## src/rtl/ss_stack_ctrl_16b_pkg.sv

```systemverilog
`default_nettype none
// ============================================================================
// Module   : ss_stack_ctrl_16b_pkg
// Purpose  : Shared definitions for the stack sequencer: FSM state codes,
//            stack-pointer update select codes, data width and a helper that
//            derives the "full" stack-pointer value from BASE and DEPTH_LOG2.
// Ports    : none (package)
// Revision : 1.0  initial release
// ============================================================================
package ss_stack_ctrl_16b_pkg;

    localparam int DATA_W = 16;

    // Push path: IDLE -> WRITE -> IDLE
    // Pop path : IDLE -> READ -> WAIT -> RESP -> IDLE
    typedef enum logic [2:0] {
        ST_IDLE  = 3'd0,
        ST_WRITE = 3'd1,
        ST_READ  = 3'd2,
        ST_WAIT  = 3'd3,
        ST_RESP  = 3'd4
    } state_e;

    typedef enum logic [1:0] {
        SP_HOLD = 2'd0,
        SP_INC  = 2'd1,
        SP_DEC  = 2'd2
    } sp_sel_e;

    // SP value at which the stack holds 2**depth_log2 words.
    function automatic logic [15:0] full_sp_of(input logic [15:0] base,
                                               input int          depth_log2);
        return base + 16'(32'd1 << depth_log2);
    endfunction

endpackage
`default_nettype wire

```

## src/rtl/ss_stack_ctrl_16b_if.sv

```systemverilog
`default_nettype none
// ============================================================================
// Module   : ss_stack_ctrl_16b_if
// Purpose  : Bundles the requester-side handshake and the stack-RAM bus of
//            the stack sequencer.
// Ports    : slave modport (sequencer)
//              in : push_req, push_data, pop_req, err_clr, mem_rdata
//              out: ready, push_ack, pop_valid, pop_data, sp, full, empty,
//                   ovf, unf, mem_addr, mem_wdata, mem_we, mem_re
//            master modport (requester + RAM side) mirrors the directions.
// Revision : 1.0  initial release
// ============================================================================
interface ss_stack_ctrl_16b_if;

    logic        push_req;
    logic [15:0] push_data;
    logic        pop_req;
    logic        err_clr;
    logic        ready;
    logic        push_ack;
    logic        pop_valid;
    logic [15:0] pop_data;
    logic [15:0] sp;
    logic        full;
    logic        empty;
    logic        ovf;
    logic        unf;
    logic [15:0] mem_addr;
    logic [15:0] mem_wdata;
    logic        mem_we;
    logic        mem_re;
    logic [15:0] mem_rdata;

    modport slave (
        input  push_req, push_data, pop_req, err_clr, mem_rdata,
        output ready, push_ack, pop_valid, pop_data, sp, full, empty,
               ovf, unf, mem_addr, mem_wdata, mem_we, mem_re
    );

    modport master (
        output push_req, push_data, pop_req, err_clr, mem_rdata,
        input  ready, push_ack, pop_valid, pop_data, sp, full, empty,
               ovf, unf, mem_addr, mem_wdata, mem_we, mem_re
    );

endinterface
`default_nettype wire

```

## src/rtl/ss_sp_unit_16b.sv

```systemverilog
`default_nettype none
// ============================================================================
// Module   : ss_sp_unit_16b
// Purpose  : 16-bit stack-pointer register with hold / +1 / -1 update.
//            Arithmetic is modulo 2**16; the controller's full/empty guards
//            keep legal use away from the wrap.
// Ports    : CLK    in  1   clock
//            reset  in  1   synchronous, active-low; loads BASE
//            sel    in  2   SP_HOLD / SP_INC / SP_DEC
//            sp     out 16  current stack pointer
// Revision : 1.0  initial release
// ============================================================================
module ss_sp_unit_16b
    import ss_stack_ctrl_16b_pkg::*;
#(
    parameter logic [15:0] BASE = 16'h0000
) (
    input  logic        CLK,
    input  logic        reset,
    input  sp_sel_e     sel,
    output logic [15:0] sp
);

    logic [15:0] sp_q;

    always_ff @(posedge CLK) begin
        if (!reset) begin
            sp_q <= BASE;
        end else begin
            case (sel)
                SP_INC:  sp_q <= sp_q + 16'd1;
                SP_DEC:  sp_q <= sp_q - 16'd1;
                default: sp_q <= sp_q;
            endcase
        end
    end

    assign sp = sp_q;

endmodule
`default_nettype wire

```

## src/rtl/ss_stack_ctrl_16b.sv

```systemverilog
`default_nettype none
// ============================================================================
// Module   : ss_stack_ctrl_16b
// Purpose  : Stack-side sequencer. Turns push/pop requests into single-port
//            stack-RAM cycles and keeps the stack pointer in step
//            (empty-ascending: push writes mem[SP] then SP+1, pop reads
//            mem[SP-1] then SP-1). Owns full/empty and sticky ovf/unf.
// Ports    : CLK    in  1   clock, rising edge
//            reset  in  1   synchronous, active-low
//            bus    slave modport of ss_stack_ctrl_16b_if
//              requester: push_req/push_data/pop_req/err_clr in,
//                         ready/push_ack/pop_valid/pop_data out
//              status   : sp, full, empty, ovf, unf out
//              stack RAM: mem_addr/mem_wdata/mem_we/mem_re out,
//                         mem_rdata in (valid one cycle after mem_re)
// Revision : 1.0  initial release
// ============================================================================
module ss_stack_ctrl_16b
    import ss_stack_ctrl_16b_pkg::*;
#(
    parameter logic [15:0] BASE       = 16'h0000,
    parameter int          DEPTH_LOG2 = 8
) (
    input  logic                 CLK,
    input  logic                 reset,
    ss_stack_ctrl_16b_if.slave   bus
);

    localparam logic [15:0] FULL_SP = full_sp_of(BASE, DEPTH_LOG2);

    state_e      state_q;
    state_e      state_d;
    sp_sel_e     sp_sel;
    logic [15:0] sp;
    logic        full;
    logic        empty;

    logic [15:0] push_data_q;
    logic [15:0] pop_data_q;
    logic        pop_empty_q;   // the pop in flight was issued on an empty stack
    logic        ovf_q;
    logic        unf_q;

    logic        latch_push;
    logic        set_ovf;
    logic        set_unf;
    logic        mem_we_c;
    logic        mem_re_c;
    logic        push_ack_c;
    logic        pop_valid_c;
    logic [15:0] mem_addr_c;

    ss_sp_unit_16b #(
        .BASE (BASE)
    ) u_sp_unit (
        .CLK   (CLK),
        .reset (reset),
        .sel   (sp_sel),
        .sp    (sp)
    );

    assign full  = (sp == FULL_SP);
    assign empty = (sp == BASE);

    // ------------------------------------------------------------------
    // FSM state register
    // ------------------------------------------------------------------
    always_ff @(posedge CLK) begin
        if (!reset) begin
            state_q <= ST_IDLE;
        end else begin
            state_q <= state_d;
        end
    end

    // ------------------------------------------------------------------
    // FSM next-state and per-state strobes
    // ------------------------------------------------------------------
    always_comb begin
        state_d     = state_q;
        sp_sel      = SP_HOLD;
        latch_push  = 1'b0;
        set_ovf     = 1'b0;
        set_unf     = 1'b0;
        mem_we_c    = 1'b0;
        mem_re_c    = 1'b0;
        push_ack_c  = 1'b0;
        pop_valid_c = 1'b0;
        mem_addr_c  = 16'h0000;

        case (state_q)
            ST_IDLE: begin
                // Pop wins a simultaneous request; the push keeps waiting.
                if (bus.pop_req) begin
                    state_d = ST_READ;
                end else if (bus.push_req) begin
                    state_d    = ST_WRITE;
                    latch_push = 1'b1;
                end
            end

            ST_WRITE: begin
                // A push on a full stack is still acknowledged so the
                // requester is released; only the RAM write and SP step
                // are suppressed.
                push_ack_c = 1'b1;
                state_d    = ST_IDLE;
                if (full) begin
                    set_ovf = 1'b1;
                end else begin
                    mem_we_c   = 1'b1;
                    mem_addr_c = sp;
                    sp_sel     = SP_INC;
                end
            end

            ST_READ: begin
                state_d = ST_WAIT;
                if (empty) begin
                    set_unf = 1'b1;
                end else begin
                    mem_re_c   = 1'b1;
                    mem_addr_c = sp - 16'd1;
                    sp_sel     = SP_DEC;
                end
            end

            ST_WAIT: begin
                state_d = ST_RESP;
            end

            ST_RESP: begin
                pop_valid_c = 1'b1;
                state_d     = ST_IDLE;
            end

            default: begin
                state_d = ST_IDLE;
            end
        endcase
    end

    // ------------------------------------------------------------------
    // Datapath registers and sticky error flags
    // ------------------------------------------------------------------
    always_ff @(posedge CLK) begin
        if (!reset) begin
            push_data_q <= 16'h0000;
            pop_data_q  <= 16'h0000;
            pop_empty_q <= 1'b0;
            ovf_q       <= 1'b0;
            unf_q       <= 1'b0;
        end else begin
            if (latch_push) begin
                push_data_q <= bus.push_data;
            end

            if (state_q == ST_READ) begin
                pop_empty_q <= empty;
            end

            // RAM data arrives in WAIT; an underflowed pop returns zero.
            if (state_q == ST_WAIT) begin
                pop_data_q <= pop_empty_q ? 16'h0000 : bus.mem_rdata;
            end

            // A fresh error in the same cycle as err_clr stays set.
            if (set_ovf) begin
                ovf_q <= 1'b1;
            end else if (bus.err_clr) begin
                ovf_q <= 1'b0;
            end

            if (set_unf) begin
                unf_q <= 1'b1;
            end else if (bus.err_clr) begin
                unf_q <= 1'b0;
            end
        end
    end

    // ------------------------------------------------------------------
    // Outputs. Strobes and pulses are gated with reset so an operation
    // caught mid-flight by reset never touches the RAM in that cycle.
    // ------------------------------------------------------------------
    assign bus.ready     = (state_q == ST_IDLE);
    assign bus.push_ack  = push_ack_c  & reset;
    assign bus.pop_valid = pop_valid_c & reset;
    assign bus.mem_we    = mem_we_c    & reset;
    assign bus.mem_re    = mem_re_c    & reset;
    assign bus.mem_addr  = mem_addr_c;
    assign bus.mem_wdata = push_data_q;
    assign bus.pop_data  = pop_data_q;
    assign bus.sp        = sp;
    assign bus.full      = full;
    assign bus.empty     = empty;
    assign bus.ovf       = ovf_q;
    assign bus.unf       = unf_q;

endmodule
`default_nettype wire

```

## src/flat_wrapper.sv

```systemverilog
// flat-port wrapper written by rule: the top's interface ports become plain ports
module ss_stack_ctrl_16b_flat import ss_stack_ctrl_16b_pkg::*;
#(
    parameter logic [15:0] BASE       = 16'h0000,
    parameter int          DEPTH_LOG2 = 8
)
  (CLK, reset, bus_push_req, bus_push_data, bus_pop_req, bus_err_clr, bus_mem_rdata, bus_ready, bus_push_ack, bus_pop_valid, bus_pop_data, bus_sp, bus_full, bus_empty, bus_ovf, bus_unf, bus_mem_addr, bus_mem_wdata, bus_mem_we, bus_mem_re);
  ss_stack_ctrl_16b_if bus_i ();
  input  logic CLK;
  input  logic reset;
  input wire logic [$bits(bus_i.push_req)-1:0] bus_push_req;
  input wire logic [$bits(bus_i.push_data)-1:0] bus_push_data;
  input wire logic [$bits(bus_i.pop_req)-1:0] bus_pop_req;
  input wire logic [$bits(bus_i.err_clr)-1:0] bus_err_clr;
  input wire logic [$bits(bus_i.mem_rdata)-1:0] bus_mem_rdata;
  output wire logic [$bits(bus_i.ready)-1:0] bus_ready;
  output wire logic [$bits(bus_i.push_ack)-1:0] bus_push_ack;
  output wire logic [$bits(bus_i.pop_valid)-1:0] bus_pop_valid;
  output wire logic [$bits(bus_i.pop_data)-1:0] bus_pop_data;
  output wire logic [$bits(bus_i.sp)-1:0] bus_sp;
  output wire logic [$bits(bus_i.full)-1:0] bus_full;
  output wire logic [$bits(bus_i.empty)-1:0] bus_empty;
  output wire logic [$bits(bus_i.ovf)-1:0] bus_ovf;
  output wire logic [$bits(bus_i.unf)-1:0] bus_unf;
  output wire logic [$bits(bus_i.mem_addr)-1:0] bus_mem_addr;
  output wire logic [$bits(bus_i.mem_wdata)-1:0] bus_mem_wdata;
  output wire logic [$bits(bus_i.mem_we)-1:0] bus_mem_we;
  output wire logic [$bits(bus_i.mem_re)-1:0] bus_mem_re;
  assign bus_i.push_req = bus_push_req;
  assign bus_i.push_data = bus_push_data;
  assign bus_i.pop_req = bus_pop_req;
  assign bus_i.err_clr = bus_err_clr;
  assign bus_i.mem_rdata = bus_mem_rdata;
  assign bus_ready = bus_i.ready;
  assign bus_push_ack = bus_i.push_ack;
  assign bus_pop_valid = bus_i.pop_valid;
  assign bus_pop_data = bus_i.pop_data;
  assign bus_sp = bus_i.sp;
  assign bus_full = bus_i.full;
  assign bus_empty = bus_i.empty;
  assign bus_ovf = bus_i.ovf;
  assign bus_unf = bus_i.unf;
  assign bus_mem_addr = bus_i.mem_addr;
  assign bus_mem_wdata = bus_i.mem_wdata;
  assign bus_mem_we = bus_i.mem_we;
  assign bus_mem_re = bus_i.mem_re;
  ss_stack_ctrl_16b #(.BASE(BASE), .DEPTH_LOG2(DEPTH_LOG2)) u_core (.CLK(CLK), .reset(reset), .bus(bus_i));
endmodule
```

## config.mk

```make
export PLATFORM = sky130hd
export DESIGN_NAME = ss_stack_ctrl_16b_flat
export DESIGN_NICKNAME = d
export VERILOG_FILES = /design/src/rtl/ss_stack_ctrl_16b_pkg.sv /design/src/rtl/ss_stack_ctrl_16b_if.sv /design/src/rtl/ss_sp_unit_16b.sv /design/src/rtl/ss_stack_ctrl_16b.sv /design/src/flat_wrapper.sv
export SDC_FILE = /design/constraint.sdc
export NUM_CORES = 1
export LEC_CHECK = 0
export ABC_AREA = 1
export CAP_MARGIN = 20
export CORE_ASPECT_RATIO = 1.4
export CORE_MARGIN = 2
export CORE_UTILIZATION = 49
export DETAILED_ROUTE_END_ITERATION = 8
export GPL_TIMING_DRIVEN = 0
export PLACE_DENSITY = 0.86
export SYNTH_ARGS = -nofsm -noshare
export SYNTH_HDL_FRONTEND = slang
export SYNTH_HIERARCHICAL = 1
export SYNTH_SLANG_ARGS = --single-unit
```

## constraint.sdc

```tcl
create_clock -name CLK -period 4 [get_ports CLK]
set_clock_uncertainty 0.15 [all_clocks]
set_input_delay 0.8 -clock CLK [delete_from_list [all_inputs] [get_ports CLK]]
set_output_delay 0.8 -clock CLK [all_outputs]
set_load 0.03 [all_outputs]
```

After elaboration in Yosys (flattened, before gate mapping)

Index checks and enable logic that the tools add are counted.

Bitwise logic cells: 4
Eq/ne operators: 8
Multiplexer cells: 27
Add/sub/neg operators: 2
Reductions and logical operators: 5

Operators by type and width:

| cell                    | count |
|---|---|
| $pmux W16 S2            | 2 |
| $mux W16                | 3 |
| $mux W1                 | 17 |
| $add A16 B1 Y16 const B | 1 |
| $eq A16 B9 Y1 const B   | 1 |
| $logic_not A16 Y1       | 1 |
| $sub A16 B1 Y16 const B | 1 |
| $pmux W3 S3             | 1 |
| $eq A3 B2 Y1 const B    | 2 |
| $mux W3                 | 2 |
| $reduce_bool A2 Y1      | 3 |
| $and A1 B1 Y1           | 4 |
| $pmux W2 S2             | 1 |
| $eq A3 B1 Y1 const B    | 1 |
| $eq A3 B3 Y1 const B    | 1 |
| $logic_not A3 Y1        | 1 |
| $ne A3 B3 Y1 const B    | 1 |
| $eq A2 B1 Y1 const B    | 1 |
| $eq A2 B2 Y1 const B    | 1 |
| $mux W2                 | 1 |

Input port bits: 37
Register bits: 54
Output and inout port bits: 73
Logic and storage cells: 53

Longest topological paths before layout

Depth after elaboration: 5
Gate-level depth with buffers: 25
Mapped depth without buffers: 23

Modules after synthesis

Netlist, hierarchy kept.

By module, submodules not included:

| module            | sequential area each (um2) | instances | cells an instance | area each (um2) |
|---|---|---|---|---|
| ss_stack_ctrl_16b | 760.7                      | 1         | 314               | 2015.7 |
| ss_sp_unit_16b    | 320.3                      | 1         | 304               | 1816.7 |

Worst setup path after synthesis

No wires, ideal clock.

Kind: register to register
Start: reg u_core.u_sp_unit.sp_q[0], in the netlist u_core/u_sp_unit/sp[0]
End: reg u_core.u_sp_unit.sp_q[8], in the netlist u_core/u_sp_unit/sp[8]
Period minus slack after synthesis: 3.222 ns
Path buffers: 2
Arrival time: 2.963 ns
Setup time: 0.109 ns
Stages on the path, launching flop included: 26
Slack: 0.778 ns
Data required time: 3.741 ns
Cell sequence: dfxtp_1 -> inv_1 -> ha_1 -> nand2_1 -> nor2_1 -> nand2_1 -> nand2_1 -> inv_1 -> inv_1 -> ha_1 -> buf_6 -> inv_4 -> buf_12 -> nand2_2 -> nand2_2 -> inv_1 -> ha_1 -> o21bai_2 -> nand2_1 -> nand2_2 -> nand2_1 -> nand2_1 -> a21oi_1 -> o21ai_1 -> nand2_1 -> inv_1

Cells in the longest elaborated chain, start to end: 5
Elaborated cells between the ends (all ways): 11
Those cells by class: 2 x add/sub; 3 x eq/ne; 4 x mux; 2 x reduce/logical

RTL lines:

| element                                                   | RTL line                 | text |
|---|---|---|
| from (decl)                                               | ss_sp_unit_16b.sv:24     | `logic [15:0] sp_q;` |
| from (signal assigned)                                    | ss_sp_unit_16b.sv:31     | `SP_INC: sp_q <= sp_q + 16'd1;` |
| from (signal assigned)                                    | ss_sp_unit_16b.sv:32     | `SP_DEC: sp_q <= sp_q - 16'd1;` |
| from (signal assigned)                                    | ss_sp_unit_16b.sv:33     | `default: sp_q <= sp_q;` |
| $eq A16 B9 Y1 (*)                                         | ss_stack_ctrl_16b.sv:62  | `assign full = (sp == FULL_SP);` |
| $mux W1 (*)                                               | ss_stack_ctrl_16b.sv:108 | `if (full) begin` |
| $pmux W2 S2 (*)                                           | ss_stack_ctrl_16b.sv:91  | `case (state_q)` |
| via u_core.sp_sel[0]                                      | ss_stack_ctrl_16b.sv:33  | `sp_sel_e sp_sel;` |
| $eq A2 B2 Y1 / $eq A2 B1 Y1 (equally long branches)       | ss_sp_unit_16b.sv:30     | `case (sel)` |
| $pmux W16 S2 / $reduce_bool A2 Y1 (equally long branches) | -                        |  |

Mark *: on every way through the listed nets, which the timed path passes. The rest lies on a longest branch.
A chain may end at the register's enable or synchronous reset.

Worst setup path in the final report

Start: in reset
End: out bus_pop_valid

Cells in the longest elaborated chain, start to end: 1

RTL lines:

| element       | RTL line                 | text |
|---|---|---|
| from (decl)   | flat_wrapper.sv:10       | `input logic reset;` |
| $and A1 B1 Y1 | ss_stack_ctrl_16b.sv:188 | `assign bus.pop_valid = pop_valid_c & reset;` |
| to (decl)     | flat_wrapper.sv:18       | `output wire logic [$bits(bus_i.pop_valid)-1:0] bus_pop_valid;` |

No other way between the ends.

==> flow_summary.ini <==
[outcome]
outcome = finished clean

[grt]
track_usage = 0.2709
antenna_found_initial = 0
grt-ovfl-total = 0
grt_max_degree = 19
grt_pass1_wl_um = 18510
grt_pass1_vias = 4045

[pwr]
powerDensity_mw_per_mm2 = 521.0
ir_drop_mv = 0.2628
total_power_w = 0.002692
leakage_nw = 2.419

[placement]
pre_cts_ws_ns = 0.02492
hpwl_um = 8843
port_buffers = 109
place_congestion = 0.8784

[yosys]
syn_inst = 618
synth.distinct_cells = 41
yosysWarnings = 6
ys_ff_latch = 54
ys.flop_type = dfxtp_1
synthArstFlopShare = 0
post-synth-top-area-fraction = 0.2821
synth_fp_nets = 660
synth.cell_area_sq_mm = 0.003832
synth_area_per_cell_sq_um = 6.201
yosysMostFrequentCell = nand2_1
yosysTopAreaCell = dfxtp_1
synth.top_cells.by_count = nand2_1 (164), inv_1 (84), nor2_1 (81)
yosysSeqAreaShare = 0.2821
synth-edff-count = 0
synth_area_leaders = dfxtp_1 (28%), nand2_1 (16%), nand3_1 (9.5%)

[sta]
hold_violations = 0
finalSetupViolations = 0
finalCriticalPeriod_ns = 3.778
setup_slack_ns = 0.2222
timing.setup.tns_ns = 0
finalCritPeriodShare = 0.9445
worst_pin_slew_ns = 0.5511
grt_setup_unrepaired = false
slew_viol_final = 0
whs_ns = 0.3232
max_freq_mhz = 264.7
maxSlewHeadroom = 0.6326

[clock_tree]
ctsLongestPathBuffers = 2
cts-htree-levels = 2
clock-root-buffer = clkbuf_8
tritoncts = built
clk_pin_slew_ns = 0.09
cts_buffers = 5
clock_sinks = 54
clk_latency_ns = 0.32
cts_hold_buf = 0

[worst_setup_path]
end_kind = primary output
arrival_ns = 2.83
cp_max_fo = 9
cp.required_ns = 3.05
cp-startpoint = reset
r2r-start = u_core/u_sp_unit/sp[0]
cp-start-kind = input port
reg2reg_to = u_core/u_sp_unit/sp[12]
reg2reg_slack_ns = 0.51
crit_type = in2out
reg2reg_depth = 22

[floorplanning]
fp.coreArea_sq_mm = 0.007655
die_h_um = 108.6
dieArea_sq_mm = 0.008555
die_w_um = 78.75
rows = 38
start_util = 0.5007
pin_count = 110

[final_layout]
finalNetCount = 776
drive_gt1_frac = 0.09660
areaGrowthSynthToFinish_pct = 34.80
diodes = 0

[route]
detailroute.via_count = 4278
first_pass_iters = 5
final_antenna_net_count = 0
drt_iter0_drc = 189
wire_per_inst_um = 13.69
postRouteWirelength_um = 11430
drc = 0
vias_per_cell = 5.123

[worst_hold_path]
min_path_cells = 2
hold_end = u_core/bus.pop_data[13]
hold_start = u_core/bus.pop_data[13]
hold_class = reg2reg

[flow_run]
drv_cap = 0
-- stage by stage --
stage,area (sq um),std cells,utilization
2_1_floorplan,3832,618,-
3_3_place_gp,5049,827,0.6595
3_5_place_dp,5049,827,0.6595
4_1_cts,5165,835,0.6747
5_1_grt,5166,835,0.6749
6_report,5166,835,0.6749
-- layout by cell type (no fill, tap or decap), types with 2 or more instances in the layout --
| cell | n |
|---|---|
| nand3_1 | 73 |
| clkbuf_8 | 5 |
| nand3_2 | 4 |
| nor2_4 | 4 |
| ha_1 | 5 |
| dfxtp_1 | 54 |
| nand2_2 | 14 |
| o22ai_1 | 3 |
| inv_2 | 5 |
| nor2_1 | 81 |
| o21ai_1 | 2 |
| clkdlybuf4s50_1 | 109 |
| buf_6 | 3 |
| inv_1 | 84 |
| xor2_1 | 9 |
| o21ai_0 | 30 |
| clkbuf_1 | 7 |
| or2_2 | 2 |
| a21oi_1 | 29 |
| xnor2_1 | 5 |
| nand2_4 | 11 |
| nor2_2 | 5 |
| buf_4 | 2 |
| buf_2 | 3 |
| nand2_1 | 164 |
-- worst max-delay path, stage by stage --
cell             delay [ns]
clkdlybuf4s50_1        0.54
clkbuf_2               0.24
inv_1                  0.15
nor4_1                 0.33
clkdlybuf4s50_1        0.76
-- cells by family after synthesis --
kind of cell	synth area share
flops	0.2821
simple gates	0.4378
compound gates	0.1002
xor+xnor	0.03918
buf+inv	0.1244
fa+ha+maj	0.01632
-- routing by layer --
| metal | vias to the layer above | global-route usage | routed length [um] |
|---|---|---|---|
| met2 | 144 | 0.5153 | 5960 |
| met1 | 1948 | 0.3017 | 4511 |
| met3 | 20 | 0.03808 | 664 |
| li1 | 2166 | - | - |
| met4 | 0 | 0.1015 | 297 |
| met5 | - | 0 | 0 |
-- flip-flops by register name (all words and copies together) (netlist names) --
name / flops
u_core/bus.mem_wdata: 16
u_core/bus.ovf: 1
u_core/state_q: 3
u_core/u_sp_unit/sp: 16
u_core/pop_empty_q: 1
u_core/bus.unf: 1
u_core/bus.pop_data: 16
-- worst max-delay path by stage --
stage	cells past startpoint	slack, ns	endpoint
floorplan	25	0.78	u_core/u_sp_unit/sp[8]
global placement	5	0.19	bus_pop_valid
detailed placement	5	0.02	bus_pop_valid
CTS	5	0.02	bus_pop_valid
global route	5	0.12	bus_pop_valid
finish	5	0.22	bus_pop_valid
-- report_power, final --
part	switching, W	leakage [nW]	internal [W]
sequential	0.000133	0.441	0.000607
clock	0.000191	0.0587	0.000190
combinational	0.00100	1.92	0.000570
-- cell type report --
cell class,instances,area (sq um)
Tap cell,100,125.1
Timing Repair Buffer,109,1091
Fill cell,663,2489
Multi-Input combinational cell,454,2275
Clock inverter,3,47.55
Inverter,91,344.1
Sequential cell,54,1081
Buffer,19,133.9
Clock buffer,5,68.82
-- repair_timing --
action	4_1_cts	5_1_grt
hold endpoints to repair	0	0
endpoints found under the setup margin	0	1
resized for setup	0	2
setup buffers	0	0
Note: power is estimated with default switching activity, not from simulation.
==> RTL change 1, RTL diff (same flow settings) <==
Reset style: asynchronous (`reset`), changed in 3 clocked blocks.
--- a/src/rtl/ss_sp_unit_16b.sv
+++ b/src/rtl/ss_sp_unit_16b.sv
@@ -23,7 +23,7 @@
 
     logic [15:0] sp_q;
 
-    always_ff @(posedge CLK) begin
+    always_ff @(posedge CLK or negedge reset) begin
         if (!reset) begin
             sp_q <= BASE;
         end else begin
--- a/src/rtl/ss_stack_ctrl_16b.sv
+++ b/src/rtl/ss_stack_ctrl_16b.sv
@@ -65,7 +65,7 @@
     // ------------------------------------------------------------------
     // FSM state register
     // ------------------------------------------------------------------
-    always_ff @(posedge CLK) begin
+    always_ff @(posedge CLK or negedge reset) begin
         if (!reset) begin
             state_q <= ST_IDLE;
         end else begin
@@ -143,7 +143,7 @@
     // ------------------------------------------------------------------
     // Datapath registers and sticky error flags
     // ------------------------------------------------------------------
-    always_ff @(posedge CLK) begin
+    always_ff @(posedge CLK or negedge reset) begin
         if (!reset) begin
             push_data_q <= 16'h0000;
             pop_data_q  <= 16'h0000;
Check against the original RTL: differs if reset is asserted again (counterexample within 4 cycles, from zero or initial values and one cycle with reset low); with reset held inactive, the same outputs for 10 cycles.
==> RTL change 1 against the original RTL <==
  * Synthesized area rose by 3.3%
  * Routed wire length rose by 2.8%
  * Worst hold slack got worse by 0.10 ns
  * Cell area rose by 2.4%
  * Sequential cell count did not move
  * Worst setup slack improved by 0.11 ns
  * Via count barely moved
  * Critical endpoint is now u_core/u_sp_unit/sp[8]$_DFFE_PN0P_
Power is not compared: it rests on default switching activity, and its combinational part moved more than twofold at a synthesized area within 25%.
==> RTL change 1: results (changes against the original RTL) <==
crit path max fanout -> 10 (+1)
Post-Synthesis Cells -> 600 (-2.9%)
Multi-Input Combinational -> 424 (-6.6%)
Cell Area, Placed -> 5190 um2 (+2.8%)
area added between synthesis and finish -> 33.6%
hold_ws -> 0.223 ns (-0.0997 ns)
Syn Nets -> 642 (-2.7%)
count of nets after finishing -> 759 (-2.2%)
fraction of area in multi-input gates -> 0.390 (-0.0503)
area of the multi-input gates -> 2060 um2 (-9.3%)
Min-Delay Path Class -> input pin to async pin
ClkCell Share -> 0.0187 (-0.00384)
pre-CTS setup slack -> 0.462 ns (+0.437 ns)
share of cells above drive strength 1 -> 0.0975 (+0.000894)
Post-Synth XOR/XNOR Area -> 0.0243 (-0.0148)
number of DRC markers in iteration 0 -> 304 (+61%)
Synth Area in Adders -> 0.0158 (-0.000526)
synth cell count leaders -> nand2_1, inv_1, nand3_1, dfrtp_1, nor2_1
synth unique cells -> 37 (-9.8%)
setup TNS -> 0 ns (unchanged)
reg-to-reg endpoint -> u_core/u_sp_unit/sp[8]$_DFFE_PN0P_
sequential share of cell area -> 0.255 (+0.0462)
DRT Pass-1 Iters -> 6 (+1)
Data buffer area share -> 0.236 (-0.00106)
asr flop ratio synth -> 1.00 (+1.00)
global router's overall resource usage -> 0.271 (about the same)
met3 GRT Util -> 0.0415 (+0.00345)
Signal inverters -> 106 (+16%)
Compound-Gate Fraction of Synth Area -> 0.0970 (-0.00323)
Arr. time, crit path -> 3.74 ns (+0.91 ns)
post-DP HPWL -> 9.11 mm (+3.0%)
final WL -> 11.8 mm (+2.8%)
clock buffer count -> 6 (+1)
first-pass GRT wire length -> 18.7 mm (+1.2%)
placed cells -> 810 (-2.1%)
Slew @ Worst Pin -> 0.505 ns (-0.0459 ns)
met1 WL -> 4.64 mm (+2.8%)
Fill cells -> 668 (+0.75%)
worst vdd ir -> 0.517 mV
gpl congestion -> 0.901 (+2.6%)
met3 routed WL -> 687 um (+3.5%)
Leak -> 2.64 nW
RR Startpoint -> u_core/u_sp_unit/sp[0]$_DFFE_PN0P_
r2r setup slk -> 0.34 ns (-0.17 ns)
DR vias/cell -> 5.23 (+2.0%)
top post-synthesis cells by area -> dfrtp_1, nand2_1, inv_1
met1 Use GR -> 0.302 (+0.000332)
Finished Layout Cells -> 818 (-2.0%)
register area share after synthesis -> 0.341 (+0.0592)
met2 WL -> 6.15 mm (+3.2%)
grt met2 use -> 0.515 (about the same)
vias in the first global route -> 4038 (-0.17%)
status -> completed
number of non-clock buffers -> 126 (-1.6%)
largest net degree at the start of global routing -> 42 (+23)
cells on worst reg2reg path -> 22 (unchanged)
Seq cells -> 54 (unchanged)
-- RTL change 1: changes by cell type in the layout (fill, tap and decap cells not counted), moves of 8 or more --
cell / delta
dfrtp_1: +54
dfxtp_1: -54
nor2_1: -44
nand2_1: +33
a21oi_1: -19
inv_1: +17
nand3_1: -11
nand2_4: -10
o21ai_1: +8
-- RTL change 1: critical path, cell delays in order (launching register included) --
cell and delay, ns:
dfrtp_1 0.51, inv_1 0.14, ha_1 0.22, nand2_1 0.14, nor2_2 0.09, nand2_1 0.15, nand2_1 0.14, inv_1 0.13
inv_1 0.08, ha_1 0.21, buf_6 0.15, inv_6 0.09, buf_8 0.15, nand2_2 0.05, nand2_1 0.12, inv_1 0.06
ha_1 0.17, o21bai_1 0.23, nand2_2 0.13, nand2_2 0.07, nand2_1 0.09, nand3b_1 0.09, a31oi_1 0.23
-- RTL change 1: how the worst max path moves through the flow --
| stage | end | depth (start not counted) | from | slack (ns) |
|---|---|---|---|---|
| 2_1_floorplan | u_core/u_sp_unit/sp[12]$_DFFE_PN0P_ | 23 | u_core/u_sp_unit/sp[0]$_DFFE_PN0P_ | 0.88 |
| 5_1_grt | u_core/u_sp_unit/sp[8]$_DFFE_PN0P_ | 22 | u_core/u_sp_unit/sp[0]$_DFFE_PN0P_ | 0.16 |
| 3_5_place_dp | u_core/u_sp_unit/sp[12]$_DFFE_PN0P_ | 23 | u_core/u_sp_unit/sp[0]$_DFFE_PN0P_ | 0.46 |
| 6_report | u_core/u_sp_unit/sp[8]$_DFFE_PN0P_ | 22 | u_core/u_sp_unit/sp[0]$_DFFE_PN0P_ | 0.34 |
| 4_1_cts | bus_mem_addr[11] | 9 | u_core/u_sp_unit/sp[0]$_DFFE_PN0P_ | 0.37 |
| 3_3_place_gp | bus_pop_valid | 4 | reset | -1.33 |
==> RTL change 2, RTL diff (config.mk and constraints unchanged) <==
Without the edit above. `DEPTH_LOG2` is set to 8 in 2 places; all go to 6.
--- a/src/rtl/ss_stack_ctrl_16b.sv
+++ b/src/rtl/ss_stack_ctrl_16b.sv
@@ -19,7 +19,7 @@
     import ss_stack_ctrl_16b_pkg::*;
 #(
     parameter logic [15:0] BASE       = 16'h0000,
-    parameter int          DEPTH_LOG2 = 8
+    parameter int          DEPTH_LOG2 = 6
 ) (
     input  logic                 CLK,
     input  logic                 reset,
--- a/src/flat_wrapper.sv
+++ b/src/flat_wrapper.sv
@@ -2,7 +2,7 @@
 module ss_stack_ctrl_16b_flat import ss_stack_ctrl_16b_pkg::*;
 #(
     parameter logic [15:0] BASE       = 16'h0000,
-    parameter int          DEPTH_LOG2 = 8
+    parameter int          DEPTH_LOG2 = 6
 )
   (CLK, reset, bus_push_req, bus_push_data, bus_pop_req, bus_err_clr, bus_mem_rdata, bus_ready, bus_push_ack, bus_pop_valid, bus_pop_data, bus_sp, bus_full, bus_empty, bus_ovf, bus_unf, bus_mem_addr, bus_mem_wdata, bus_mem_we, bus_mem_re);
   ss_stack_ctrl_16b_if bus_i ();
Formal check against the unedited RTL: no difference found for any inputs over 10 cycles, from zero or initial values and one cycle with reset low; that may be too few to reach the edited logic, so the function may still have changed.
==> RTL change 2 against the original RTL <==
  * Synthesized area increased by 1.1%
  * Cell area grew 0.85%
  * Routed wire length up 1.4%
  * Total power rose by 0.93%
  * Sequential cell count is the same
  * Worst setup slack better by 0.013 ns
  * Critical path depth unchanged
  * Global-route usage is 0.11 points higher
  * Final cell count grew 0.12%
==> RTL change 2: results (changes against the original RTL) <==
Psw -> 1.35 mW (+1.8%)
status -> completed
r2r setup slk -> 0.34 ns (-0.17 ns)
Cell Area, Placed -> 5090 um2 (+0.87%)
Core Box Area -> 7700 um2 (+0.62%)
Compound-Gate Fraction of Synth Area -> 0.0965 (-0.00371)
hold_ws -> 0.313 ns (-0.00989 ns)
Fill cells -> 694 (+4.7%)
Slew @ Worst Pin -> 0.533 ns (-0.0186 ns)
DRT Pass-1 Iters -> 7 (+2)
Seq cells -> 54 (unchanged)
gpl congestion -> 0.869 (-1.0%)
share of cells above drive strength 1 -> 0.107 (+0.0107)
worst vdd ir -> 0.244 mV (-7.1%)
placed cells -> 828 (+0.12%)
number of DRC markers in iteration 0 -> 275 (+46%)
Avg Inst Size Synth -> 6.26 um2 (+0.98%)
sequential share of power -> 0.274 (about the same)
first-pass GRT wire length -> 18.9 mm (+2.2%)
Synth Area in Adders -> 0.0129 (-0.00341)
DR vias/cell -> 5.19 (+1.4%)
Min Clock Period, post-route -> 3.76 ns (-0.0130 ns)
Avg WL per Cell -> 13.9 um (+1.2%)
Pwr per Cell Area -> 521 nW/um2 (about the same)
post-DP HPWL -> 9.00 mm (+1.7%)
Finished Layout Cells -> 836 (+0.12%)
area of the multi-input gates -> 2300 um2 (+1.3%)
ClkCell Share -> 0.0223 (-0.000189)
Data buffer area share -> 0.237 (-0.000312)
synth cell count leaders -> nand2_1, inv_1, nor2_1, nand3_1, dfxtp_1
Signal inverters -> 92 (+1.1%)
Crit path largest cell delay -> 0.72 ns (-0.04 ns)
Leak -> 2.40 nW (-0.78%)
pre-CTS setup slack -> 0.199 ns (+0.174 ns)
top post-synthesis cells by area -> dfxtp_1, nand2_1, nand3_1
register area -> 1080 um2 (+0.12%)
-- RTL change 2: final timing paths --
check | endpoint | cells past startpoint | from
worst max-delay path | bus_pop_valid | 5 | reset
worst min-delay path | u_core/bus.ovf$_SDFFE_PN0P_ | 2 | u_core/bus.ovf$_SDFFE_PN0P_
worst max register to register | u_core/u_sp_unit/sp[12]$_SDFFE_PN0P_ | 22 | u_core/u_sp_unit/sp[0]$_SDFFE_PN0P_
worst min register to register | u_core/bus.ovf$_SDFFE_PN0P_ | 2 | u_core/bus.ovf$_SDFFE_PN0P_
-- RTL change 2: routing by layer --
layer	track usage	wire, um
met1	0.316	4520
met2	0.508	6110
met3	0.0389	785
met4	0.0862	170
met5	0	0
-- RTL change 2: timing repair --
action	CTS	global route
setup buffers	0	0
gates resized for setup	0	1
endpoints found under the setup margin	0	12
